### src/rtl/count_pkg.sv
// rtl/count_pkg.sv - shared mode encoding and parameter range check for count_mod
package count_pkg;

   typedef enum logic [1:0] {
      MODE_UP       = 2'd0,
      MODE_DOWN     = 2'd1,
      MODE_PINGPONG = 2'd2,
      MODE_HOLD     = 2'd3
   } mode_t;

   // True when WIDTH >= 2, 1 <= MAX <= 2**WIDTH-1 and 0 <= RESET_VAL <= MAX.
   function automatic bit params_ok(input int width, input longint max_v, input longint reset_v);
      longint top;
      top = (longint'(1) << width) - 1;
      return (width >= 2) && (width <= 62) && (max_v >= 1) && (max_v <= top)
             && (reset_v >= 0) && (reset_v <= max_v);
   endfunction

endpackage

### src/rtl/count_mod_if.sv
// rtl/count_mod_if.sv - control and status bundle between a counter user and count_mod
interface count_mod_if
   import count_pkg::*;
#(
   parameter int WIDTH = 4
);
   logic             en;
   mode_t            mode;
   logic             load;
   logic [WIDTH-1:0] load_val;
   logic [WIDTH-1:0] count;
   logic             dir;
   logic             tc;

   modport master (
      output en, mode, load, load_val,
      input  count, dir, tc
   );

   modport slave (
      input  en, mode, load, load_val,
      output count, dir, tc
   );
endinterface

### src/rtl/count_mod_next.sv
// rtl/count_mod_next.sv - combinational next-count, next-direction and wrap flag
module count_mod_next
   import count_pkg::*;
#(
   parameter int WIDTH = 4,
   parameter int MAX   = 2**WIDTH - 1
) (
   input  logic [WIDTH-1:0] count_i,
   input  logic             dir_i,
   input  mode_t            mode_i,
   output logic [WIDTH-1:0] next_count_o,
   output logic             next_dir_o,
   output logic             wrap_o
);
   localparam logic [WIDTH-1:0] MAX_V  = WIDTH'(MAX);
   localparam logic [WIDTH-1:0] ZERO_V = '0;
   localparam logic [WIDTH-1:0] ONE_V  = WIDTH'(1);

   always_comb begin
      next_count_o = count_i;
      next_dir_o   = dir_i;
      wrap_o       = 1'b0;
      unique case (mode_i)
         MODE_UP: begin
            next_dir_o = 1'b1;
            if (count_i >= MAX_V) begin
               next_count_o = ZERO_V;
               wrap_o       = 1'b1;
            end else begin
               next_count_o = count_i + ONE_V;
            end
         end
         MODE_DOWN: begin
            next_dir_o = 1'b0;
            if (count_i == ZERO_V) begin
               next_count_o = MAX_V;
               wrap_o       = 1'b1;
            end else begin
               next_count_o = count_i - ONE_V;
            end
         end
         MODE_PINGPONG: begin
            // The step leaving an endpoint reverses and counts as the wrap.
            if (dir_i) begin
               if (count_i >= MAX_V) begin
                  next_count_o = MAX_V - ONE_V;
                  next_dir_o   = 1'b0;
                  wrap_o       = 1'b1;
               end else begin
                  next_count_o = count_i + ONE_V;
               end
            end else begin
               if (count_i == ZERO_V) begin
                  next_count_o = ONE_V;
                  next_dir_o   = 1'b1;
                  wrap_o       = 1'b1;
               end else begin
                  next_count_o = count_i - ONE_V;
               end
            end
         end
         default: begin
            next_count_o = count_i;
            next_dir_o   = dir_i;
            wrap_o       = 1'b0;
         end
      endcase
   end
endmodule

### src/rtl/count_mod.sv
// rtl/count_mod.sv - modulo counter with up/down/ping-pong/hold modes, load and terminal-count pulse
module count_mod
   import count_pkg::*;
#(
   parameter int WIDTH     = 4,
   parameter int MAX       = 2**WIDTH - 1,
   parameter int RESET_VAL = 0
) (
   input  logic        clk,
   input  logic        reset,
   count_mod_if.slave  bus
);
   localparam logic [WIDTH-1:0] MAX_V   = WIDTH'(MAX);
   localparam logic [WIDTH-1:0] RESET_V = WIDTH'(RESET_VAL);

   generate
      if (!params_ok(WIDTH, longint'(MAX), longint'(RESET_VAL))) begin : g_bad_params
         $error("count_mod: WIDTH, MAX or RESET_VAL out of range");
      end
   endgenerate

   logic [WIDTH-1:0] count_q, count_d;
   logic             dir_q, dir_d;
   logic             tc_q, tc_d;
   logic [WIDTH-1:0] load_clamped;

   count_mod_next #(
      .WIDTH (WIDTH),
      .MAX   (MAX)
   ) u_next (
      .count_i      (count_q),
      .dir_i        (dir_q),
      .mode_i       (bus.mode),
      .next_count_o (count_d),
      .next_dir_o   (dir_d),
      .wrap_o       (tc_d)
   );

   assign load_clamped = (bus.load_val > MAX_V) ? MAX_V : bus.load_val;

   always_ff @(posedge clk) begin
      if (reset) begin
         count_q <= RESET_V;
         dir_q   <= 1'b1;
         tc_q    <= 1'b0;
      end else if (bus.load) begin
         count_q <= load_clamped;
         tc_q    <= 1'b0;
      end else if (bus.en && (bus.mode != MODE_HOLD)) begin
         count_q <= count_d;
         dir_q   <= dir_d;
         tc_q    <= tc_d;
      end else begin
         tc_q    <= 1'b0;
      end
   end

   assign bus.count = count_q;
   assign bus.dir   = dir_q;
   assign bus.tc    = tc_q;
endmodule

### src/flat_wrapper.sv
// flat-port wrapper written by rule: the top's interface ports become plain ports
module count_mod_flat import count_pkg::*;
#(
   parameter int WIDTH     = 4,
   parameter int MAX       = 2**WIDTH - 1,
   parameter int RESET_VAL = 0
)
  (clk, reset, bus_en, bus_mode, bus_load, bus_load_val, bus_count, bus_dir, bus_tc);
  count_mod_if #(.WIDTH(WIDTH)) bus_i ();
  input  logic clk;
  input  logic reset;
  input wire logic [$bits(bus_i.en)-1:0] bus_en;
  input wire logic [$bits(bus_i.mode)-1:0] bus_mode;
  input wire logic [$bits(bus_i.load)-1:0] bus_load;
  input wire logic [$bits(bus_i.load_val)-1:0] bus_load_val;
  output wire logic [$bits(bus_i.count)-1:0] bus_count;
  output wire logic [$bits(bus_i.dir)-1:0] bus_dir;
  output wire logic [$bits(bus_i.tc)-1:0] bus_tc;
  assign bus_i.en = bus_en;
  assign bus_i.mode = bus_mode;
  assign bus_i.load = bus_load;
  assign bus_i.load_val = bus_load_val;
  assign bus_count = bus_i.count;
  assign bus_dir = bus_i.dir;
  assign bus_tc = bus_i.tc;
  count_mod #(.WIDTH(WIDTH), .MAX(MAX), .RESET_VAL(RESET_VAL)) u_core (.clk(clk), .reset(reset), .bus(bus_i));
endmodule
### config.mk
export PLATFORM = sky130hd
export DESIGN_NAME = count_mod_flat
export DESIGN_NICKNAME = d
export VERILOG_FILES = /design/src/rtl/count_pkg.sv /design/src/rtl/count_mod_if.sv /design/src/rtl/count_mod_next.sv /design/src/rtl/count_mod.sv /design/src/flat_wrapper.sv
export SDC_FILE = /design/constraint.sdc
export NUM_CORES = 1
export LEC_CHECK = 0
export CAP_MARGIN = 30
export CORE_MARGIN = 5
export CORE_UTILIZATION = 45
export DETAILED_ROUTE_END_ITERATION = 6
export MAX_ROUTING_LAYER = met4
export PLACE_DENSITY = 0.83
export SYNTH_ARGS = -nofsm -noshare
export SYNTH_HDL_FRONTEND = slang
export SYNTH_SLANG_ARGS = --single-unit
### constraint.sdc
create_clock -name clk -period 2.1 [get_ports clk]
set_clock_uncertainty 0.2 [all_clocks]
set_input_delay 0.42 -clock clk [delete_from_list [all_inputs] [get_ports clk]]
set_output_delay 0.42 -clock clk [all_outputs]
set_load 0.02 [all_outputs]
# Yosys cells after proc, flatten, opt, wreduce, memory -nomap -nowiden
# Index checks and enable logic that the tools add are counted.
totals:
  latchBits: 0
  output_inout_bits: 6
  wordCells: 37
  rom_bits: 0
  mem_bits_rw: 0
  ff_bits: 6
  mem_count: 0
  inputBits: 10
op_classes:
  eq_ne: 3
  div: 0
  n_addsub: 2
  magnitude_cmp: 2
  shifts: 0
  mul: 0
  reduce_logical: 9
  bitwise: 2
  mux: 16
ops:
  columns: ["op", "count"]
  rows:
  - ["$mux W4", 8]
  - ["$pmux W4 S3", 1]
  - ["$pmux W1 S3", 2]
  - ["$mux W1", 5]
  - ["$add A4 B1 Y4 const B", 1]
  - ["$ge A4 B4 Y1 const B", 1]
  - ["$gt A4 B4 Y1 const B", 1]
  - ["$logic_not A4 Y1", 1]
  - ["$reduce_bool A4 Y1", 1]
  - ["$sub A4 B1 Y4 const B", 1]
  - ["$reduce_and A3 Y1", 1]
  - ["$reduce_bool A3 Y1", 1]
  - ["$reduce_or A3 Y1", 1]
  - ["$eq A2 B1 Y1 const B", 1]
  - ["$eq A2 B2 Y1 const B", 1]
  - ["$logic_not A2 Y1", 1]
  - ["$ne A2 B2 Y1 const B", 1]
  - ["$not A1 Y1", 2]
  - ["$reduce_and A2 Y1", 1]
  - ["$reduce_bool A2 Y1", 1]
  - ["$logic_and A1 B1 Y1", 1]

# Logic depth before layout (Yosys ltp)
# Gate-level depths: netlist of the first run.
logic_depth:
  depth_word: 6
  mapped_depth: 7
  mapped_depth_nobuf: 6

# Hierarchy
# Synthesis of the first run repeated with hierarchy kept, for this count alone.
hier_totals:
  hier_cells: 95
  area_unflattened_um2: 755.7
modules_own_cells:
  columns: ["module", "seq_area_each_um2", "area_each_um2", "n_inst", "cells_per_inst"]
  rows:
  - ["count_mod_next", 0.0, 466.7, 1, 69]
  - ["count_mod", 120.1, 289.0, 1, 26]

# Worst setup path after synthesis of the first run
# Ideal clock, no wire load.
synth_timing:
  path_kind: "register to register"
  startpoint: "reg u_core.count_q[1] (netlist: u_core.bus.count[1])"
  endpoint: "reg u_core.count_q[2] (netlist: u_core.bus.count[2])"
  stages_incl_launch_ff: 8
  setup_ns: 0.126
  period_less_slack_ns: 2.096
  path_slack_ns: 0.004
  required_time_ns: 1.774
  arrival_time_ns: 1.770
  path_buffers: 1
  cell_sequence: "dfxtp_1 -> clkbuf_1 -> inv_1 -> ha_1 -> nor2b_1 -> a211o_1 -> a311oi_1 -> o22ai_1"
synth_between:
  elab_chain_cells: 6
  word_cells_on_any_way: 12
  cone_classes: "2 x add/sub; 1 x order compare; 8 x mux; 1 x reduce/logical"
synth_rtl:
  columns: ["element", "line_no", "source"]
  rows:
  - ["from (decl)", "count_mod.sv:22", "logic [WIDTH-1:0] count_q, count_d;"]
  - ["from (signal assigned)", "count_mod.sv:47", "count_q <= load_clamped;"]
  - ["from (signal assigned)", "count_mod.sv:50", "count_q <= count_d;"]
  - ["$sub A4 B1 Y4, or another cell as far along", "count_mod_next.sv:39, count_mod_next.sv:58", null]
  - ["$mux W4 (on tied branches)", "count_mod_next.sv:53, count_mod_next.sv:45", null]
  - ["$mux W4", "count_mod_next.sv:44", "if (dir_i) begin"]
  - ["$pmux W4 S3 *", "count_mod_next.sv:23", "unique case (mode_i)"]
  - ["$mux W4 *", "count_mod.sv:49", "end else if (bus.en && (bus.mode != MODE_HOLD)) begin"]
  - ["$mux W4 *", "count_mod.sv:46", "end else if (bus.load) begin"]
# Every way passes the cells marked *; elsewhere a longest branch is shown, timed or not. The select of a mux whose other input is x is not followed.
# A chain may end at the register's enable or synchronous reset.

# Worst setup path in the final report of the first run
layout_timing:
  startpoint: "reg u_core.dir_q (netlist: u_core.bus.dir)"
  endpoint: "out bus_dir"
layout_rtl:
  columns: ["element", "line_no", "source"]
  rows:
  - ["from (decl)", "count_mod.sv:23", "logic dir_q, dir_d;"]
  - ["from (signal assigned)", "count_mod.sv:51", "dir_q <= dir_d;"]
  - ["to (decl)", "flat_wrapper.sv:17", "output wire logic [$bits(bus_i.dir)-1:0] bus_dir;"]
# No word-level cell between the ends.

==> results by group, run 1 <==
Power
  – Leak Pwr: 0.458 nW
  – Pwr Total: 458 uW
  – Peak supply drop: ~0.27 mV
  – PwrDens: between 400 and 500 nW/um^2

CTS
  – Num CTS Buffers: 3
  – Hold_buf cts: 0
  – Clk_lat worst skew: 0.25 ns
  – Reg clk slew, reported paths: 0.05 ns
  – Htree depth: 1
  – # resized after CTS: 2
  – CTS tree: done
  – CTS Buffer Depth: 2
  – Post-CTS Setup Bufs: 0
  – Clock Root Buffer: clkbuf_4
  – Sink Count: 6

Timing
  – # setup viols final: 0
  – Period Utilization, post-route: 95.7%
  – Worst-margin pin slew: about 0.37 ns
  – RSZ-0062 raised after global routing: no
  – Final setup margin: roughly 0.090 ns
  – Slew Viols, Final: 0
  – Fmax: 497 MHz
  – Endpoints failing hold: 0
  – Worst slew margin: around 75%
  – Final min period: between 2 and 2.5 ns

Setup path
  – CP delay by family, top: buffers and inverters
  – WP data required: around 1.5 ns
  – Critical path peak fanout: 8
  – Critical path class: register to primary output
  – Crit path largest cell delay: 0.66 ns
  – Critical path cell sequence: clkdlybuf4s50_1
  – Worst path arrival time: 1.39 ns
  – Nature of the critical path endpoint: primary output
  – CP Launch Type: register
  – Worst-path cell with the longest stage delay: clkdlybuf4s50_1
  – Worst path bufs/invs: 1

Drt
  – Drt total wl: around 2200 um
  – Routed len/inst: 16.0 um
  – Detail Route Antenna Nets: 0
  – Vias per Instance: 6.16
  – 1st-pass router iterations: 4
  – Initial drt markers: 30
  – Detailed-route DRC error count: 0
  – Vias: 862

Logic synthesis
  – Most numerous cell in the Yosys netlist: inv_1
  – Post-synth top area share: 15.7%
  – Mux cell area share after synthesis: 1.31%
  – Syn. warnings: 0
  – Adder-Cell Fraction of Synth Area: between 10% and 20%
  – Commonest cells in the netlist: 10 x inv_1, 8 x ha_1, 7 x a21oi_1, 7 x nor2_1
  – Cell count after synthesis: approximately 100
  – Syn nets: 117
  – Post-synthesis sequential area ratio: 15.7%
  – Synth area leader: dfxtp_1
  – Yosys reg bits: 6
  – Synth Area in Compound Gates: 35.1%
  – Synth Flop Type: dfxtp_1
  – Main combinational cell family by area after synthesis: compound AO/OA/AOI/OAI gates
  – Post-synthesis xor/xnor area fraction: 1.15%
  – Post-Syn Area: about 760 um^2
  – Distinct cells, synth: 45
  – Async set-reset flop share out of synthesis: 0%
  – Post-Synth Simple-Gate Area: roughly a quarter
  – Synth area leaders: dfxtp_1 16%, ha_1 13%, inv_1 4.9%
  – Post-synth EDFFs: 0
  – Mapped Avg Cell Area: 7.71 um^2

Floorplan
  – Core Footprint: 1560 um^2
  – FP Rows: 14
  – Total die area: 2620 um^2
  – Chip Height: 51.2 um
  – Io pins: 16
  – Initial Util: about half
  – Die Width: 51.2 um

Global routing
  – Pin count of the biggest net entering global routing: 14
  – GR Overflow Total: 0
  – Vias in the first global route: ~750
  – GRT Resource Usage Total: 18.0%
  – First-pass GRT wire length: about 3400 um
  – Initial antenna violation count: 0

Final layout
  – # diodes: 0
  – Layout Cells excl Fill: 140
  – Nets: approximately 140
  – Layout cells sized above 1: 21.8%
  – Area grow syn2layout: 35.2%

Placed design
  – Placed Cells: 137
  – Dpl hpwl: 1720 um
  – Global placement routability congestion: 0.937
  – Setup WS pre-CTS: -0.323 ns
  – Port bufs: 15

Status
  – Status: completed

Job
  – Maxcap violations: 0

Worst hold path
  – Worst Hold Class: register to register
[worst register-to-register path: cells and delay by family (launching register included)]
family / cells / cell delay [ns]
adders and majority gates: 1 / 0.23
and+or+nand+nor: 1 / 0.26
AOI/OAI and AO/OA: 3 / 0.71
buffers and inverters: 1 / 0.12
DFF: 1 / 0.35
[registers in the layout (all words and copies together), names as in the netlist]
| register | cells |
|---|---|
| u_core.bus.dir | 1 |
| u_core.bus.count | 4 |
| u_core.bus.tc | 1 |
[final cells by class]
class / instances / area, um^2
multi-input combinational: 76 / 578
clock buffer: 3 / 22.5
sequential: 6 / 121
timing repair buffer: 29 / 253
tap: 16 / 20.0
fill: 129 / 527
inverter: 10 / 37.5
[kinds of logic after synthesis]
kind of cell               count (synthesis)
xor gates and xnor gates                   1
DFF                                        6
adders and majority gates                  8
buffers and inverters                     17
AOI/OAI and AO/OA                         36
and+or+nand+nor                           30
muxes                                      1
[cell usage in the layout, fill, tap and decap left out, types with 2 or more instances in the layout]
master and n:
a21oi_1 7, a221oi_2 2, a41o_1 2, buf_4 14
clkbuf_4 3, clkdlybuf4s50_1 13, dfxtp_1 5, dlygate4sd2_1 2
ha_1 6, ha_2 2, inv_1 10, nand2_1 2
nand2b_1 2, nand3_1 2, nand4_1 2, nor2_1 7
nor2b_1 2, nor3_1 2, o211ai_1 2, o21ai_0 6
o21bai_1 3, o221ai_1 2
[routing by layer]
| layer | vias up | wire length [um] | track usage, % |
|---|---|---|---|
| met3 | 7 | 141 | 2.91 |
| met1 | 391 | 942 | 19.9 |
| met5 | - | 0 | - |
| li1 | 419 | - | - |
| met4 | 0 | 55 | 8.97 |
| met2 | 45 | 1090 | 31.3 |
[report_power, final]
group | total, mW | internal, mW | switching, mW
Combinational | 0.210 | 0.104 | 0.106
Clock | 0.113 | 0.0651 | 0.0484
Sequential | 0.134 | 0.122 | 0.0125
Total | 0.458 | 0.291 | 0.167
[through the flow]
stage          hold WS (ns)  setup TNS [ns]  instance area, um^2  utilization (%)
6_report              0.371               0                 1030             66.2
5_1_grt               0.406               0                 1030             66.2
4_1_cts               0.369               0                 1020             65.4
3_5_place_dp          0.361           -1.48                 1000             64.1
3_3_place_gp          0.349           -1.01                 1000             64.1
2_1_floorplan         0.292               0                  763                -
[final timing paths]
check,cells past startpoint,from,slack (ns),endpoint
worst max-delay path,1,u_core.bus.dir,0.09,bus_dir
worst min-delay path,2,u_core.bus.count[0],0.37,u_core.bus.count[0]
worst max register to register,6,u_core.bus.count[1],0.10,u_core.bus.count[2]
worst min register to register,2,u_core.bus.count[0],0.37,u_core.bus.count[0]
(Power assumes the default switching activity.)
==> run 2, diff against run 1 <==
Settings changed: ABC_AREA from default to 1, CORE_UTILIZATION 45 to 44, PLACE_DENSITY 0.83 to 0.82, RECOVER_POWER from default to 100.
==> results by group, run 2 <==
Setup path
  – Worst path arrival time: 1.38 ns (about the same)
  – Worst path bufs/invs: 1 (unchanged)
  – CP Launch Type: register
  – Critical path peak fanout: 7 (-1)
  – Nature of the critical path endpoint: primary output
  – CP delay by family, top: buffers and inverters
  – Worst-path cell with the longest stage delay: dlygate4sd3_1
  – WP data required: 1.48 ns (about the same)
  – Crit path largest cell delay: 0.71 ns (+0.05 ns)
  – Critical path cell sequence: dlygate4sd3_1
  – Critical path class: register to primary output

Timing
  – Final setup margin: 0.0981 ns (+0.00815 ns)
  – Worst slew margin: 77.9% (+2.5 points)
  – Final min period: 2.00 ns (-0.00815 ns)
  – Endpoints failing hold: 0 (unchanged)
  – Slew Viols, Final: 0 (unchanged)
  – RSZ-0062 raised after global routing: no
  – Period Utilization, post-route: 95.3% (-0.39 points)
  – Fmax: 500 MHz (+0.41%)
  – Setup_tns: 0 ns (unchanged)
  – Worst-margin pin slew: 0.330 ns (-0.0367 ns)
  – # setup viols final: 0 (unchanged)

Final layout
  – Commonest non-fill, non-tap cells in the layout: 31 x nand2_1, 15 x inv_1, 11 x buf_4
  – FILL cells: 129 (unchanged)
  – # diodes: 0 (unchanged)
  – Area grow syn2layout: 37.6%
  – Commonest non-fill, non-tap cell in the layout: nand2_1
  – Largest register FFs: 4 (unchanged)
  – Nets: 159 (+10%)
  – Layout cells sized above 1: 15.8% (-5.9 points)
  – Cell area after layout: 962 um^2 (-6.8%)

Global routing
  – GRT Resource Usage Total: 15.1% (-2.9 points)
  – Pin count of the biggest net entering global routing: 8 (-6)
  – Initial antenna violation count: 0 (unchanged)
  – First-pass GRT wire length: 2970 um (-13%)
  – GR Overflow Total: 0 (unchanged)
  – Vias in the first global route: 732 (-2.1%)

Floorplan
  – FP Rows: 14 (unchanged)
  – Initial Util: 46.4% (-2.5 points)
  – Total die area: 2490 um^2 (-5.1%)
  – Chip Height: 49.9 um (-2.6%)
  – Die Width: 49.9 um (-2.6%)
  – Core Footprint: 1510 um^2 (-3.4%)
  – Io pins: 16 (unchanged)

Placed design
  – Dpl hpwl: 1490 um (-13%)
  – Placed cell areas: 937 um^2 (-6.3%)
  – Port bufs: 15 (unchanged)
  – Global placement routability congestion: 0.889 (-5.2%)
  – Setup WS pre-CTS: -0.260 ns (+0.0637 ns)

Drt
  – Initial drt markers: 37 (+23%)
  – Vias: 807 (-6.4%)
  – 1st-pass router iterations: 4 (unchanged)
  – Drt total wl: 1830 um (-18%)
  – Detailed-route DRC error count: 0 (unchanged)
  – Detail Route Antenna Nets: 0 (unchanged)
  – Vias per Instance: 5.21 (-15%)
  – Routed len/inst: 11.8 um (-26%)

Logic synthesis
  – Most numerous cell in the Yosys netlist: nand2_1
  – Async set-reset flop share out of synthesis: 0% (unchanged)
  – Post-Syn Area: 699 um^2 (-8.4%)
  – Post-synthesis sequential area ratio: 17.2% (+1.4 points)
  – Post-synth EDFFs: 0 (unchanged)
  – Synth Flop Type: dfxtp_1
  – Post-synth top area share: 17.2% (+1.4 points)
  – Yosys reg bits: 6 (unchanged)
  – Synth area leaders: dfxtp_1 17%, nand2_1 17%, ha_1 14%
  – Distinct cells, synth: 24 (-47%)
  – Mapped Avg Cell Area: 6.30 um^2 (-18%)
  – Cell count after synthesis: 111 (+12%)
  – Synth area leader: dfxtp_1
  – Syn nets: 129 (+10%)
  – Commonest cells in the netlist: 31 x nand2_1, 15 x inv_1, 8 x ha_1, 8 x nand3_1
  – Syn. warnings: 0 (unchanged)

Power
  – Int Power: 276 uW (-4.9%)
  – PwrDens: 464 nW/um^2 (+4.7%)
  – Reg power frac: 29.4% (about the same)
  – Peak supply drop: 0.389 mV (+42%)
  – Leak Pwr: 0.518 nW (+13%)
  – Net Switching: 170 uW (+1.9%)
  – Switching portion of total power: 38.1% (+1.6 points)
  – Comb pwr share: 45.0% (-0.9 points)
  – Clk pwr share: 25.6% (+0.8 points)

CTS
  – Num CTS Buffers: 3 (unchanged)
  – Reg clk slew, reported paths: 0.04 ns (about the same)
  – Clk_lat worst skew: 0.26 ns (about the same)
  – Htree depth: 1 (unchanged)
  – Clock Root Buffer: clkbuf_4
  – CTS tree: done
  – Sink Count: 6 (unchanged)
  – CTS Buffer Depth: 2 (unchanged)

Worst hold path
  – Worst Hold Class: register to register

Status
  – Status: completed

Job
  – Maxcap violations: 0 (unchanged)
## run 2: cell type report
type	count	area, um^2	area share [%]
Multi-Input combinational cell	85	490	51.0
Timing Repair Buffer	26	238	24.7
Sequential cell	6	120	12.5
Inverter	19	71.3	7.41
Clock buffer	3	22.5	2.34
Tap cell	16	20.0	2.08
## run 2: metal layers
| layer | routed length (um) | track usage [%] | part of all wire, % | vias up |
|---|---|---|---|---|
| met1 | 785 | 19.5 | 43 | 345 |
| met5 | 0 | - | 0 | - |
| met4 | 6 | 2.62 | 0.33 | 0 |
| met2 | 896 | 24.2 | 49 | 44 |
| li1 | - | - | - | 416 |
| met3 | 138 | 3.61 | 7.6 | 2 |
## run 2: timing repair
item,in CTS,in global routing
gates resized for setup,0,2
hold buffers,0,0
setup buffers,0,1
setup endpoints to repair,0,3
## run 2: stage by stage
stage	instances	hold WS [ns]	power (mW)	util, %
floorplan	111	0.282	0.258	-
global placement	151	0.381	0.332	62.2
detailed placement	151	0.422	0.336	62.2
CTS	154	0.431	0.446	63.7
global route	155	0.451	0.480	63.9
finish	155	0.422	0.446	63.9
## run 2: path summary, 6_finish.rpt
kind / startpoint / endpoint / cells past startpoint / slack [ns]
min: u_core.bus.dir / u_core.bus.dir / 2 / 0.42
max reg2reg: u_core.bus.count[0] / u_core.bus.count[3] / 9 / 0.31
min reg2reg: u_core.bus.dir / u_core.bus.dir / 2 / 0.42
max: u_core.bus.dir / bus_dir / 1 / 0.1
## run 2: cells by family after synthesis
| family | synth area share [%] |
|---|---|
| flip-flops | 17.2 |
| AO/OA/AOI/OAI | 17.7 |
| buffers and inverters | 11.3 |
| XOR/XNOR | 3.76 |
| adder cells (fa/ha/maj) | 14.3 |
| AND/OR/NAND/NOR | 35.8 |
## run 2: power by group through the flow
stage               logic (mW)  clock network [mW]  registers [mW]
global route             0.224               0.124           0.133
CTS                      0.204               0.111           0.131
global placement         0.198                   0           0.133
finish                   0.201               0.114           0.131
detailed placement       0.203                   0           0.134
floorplan                0.114                   0           0.143
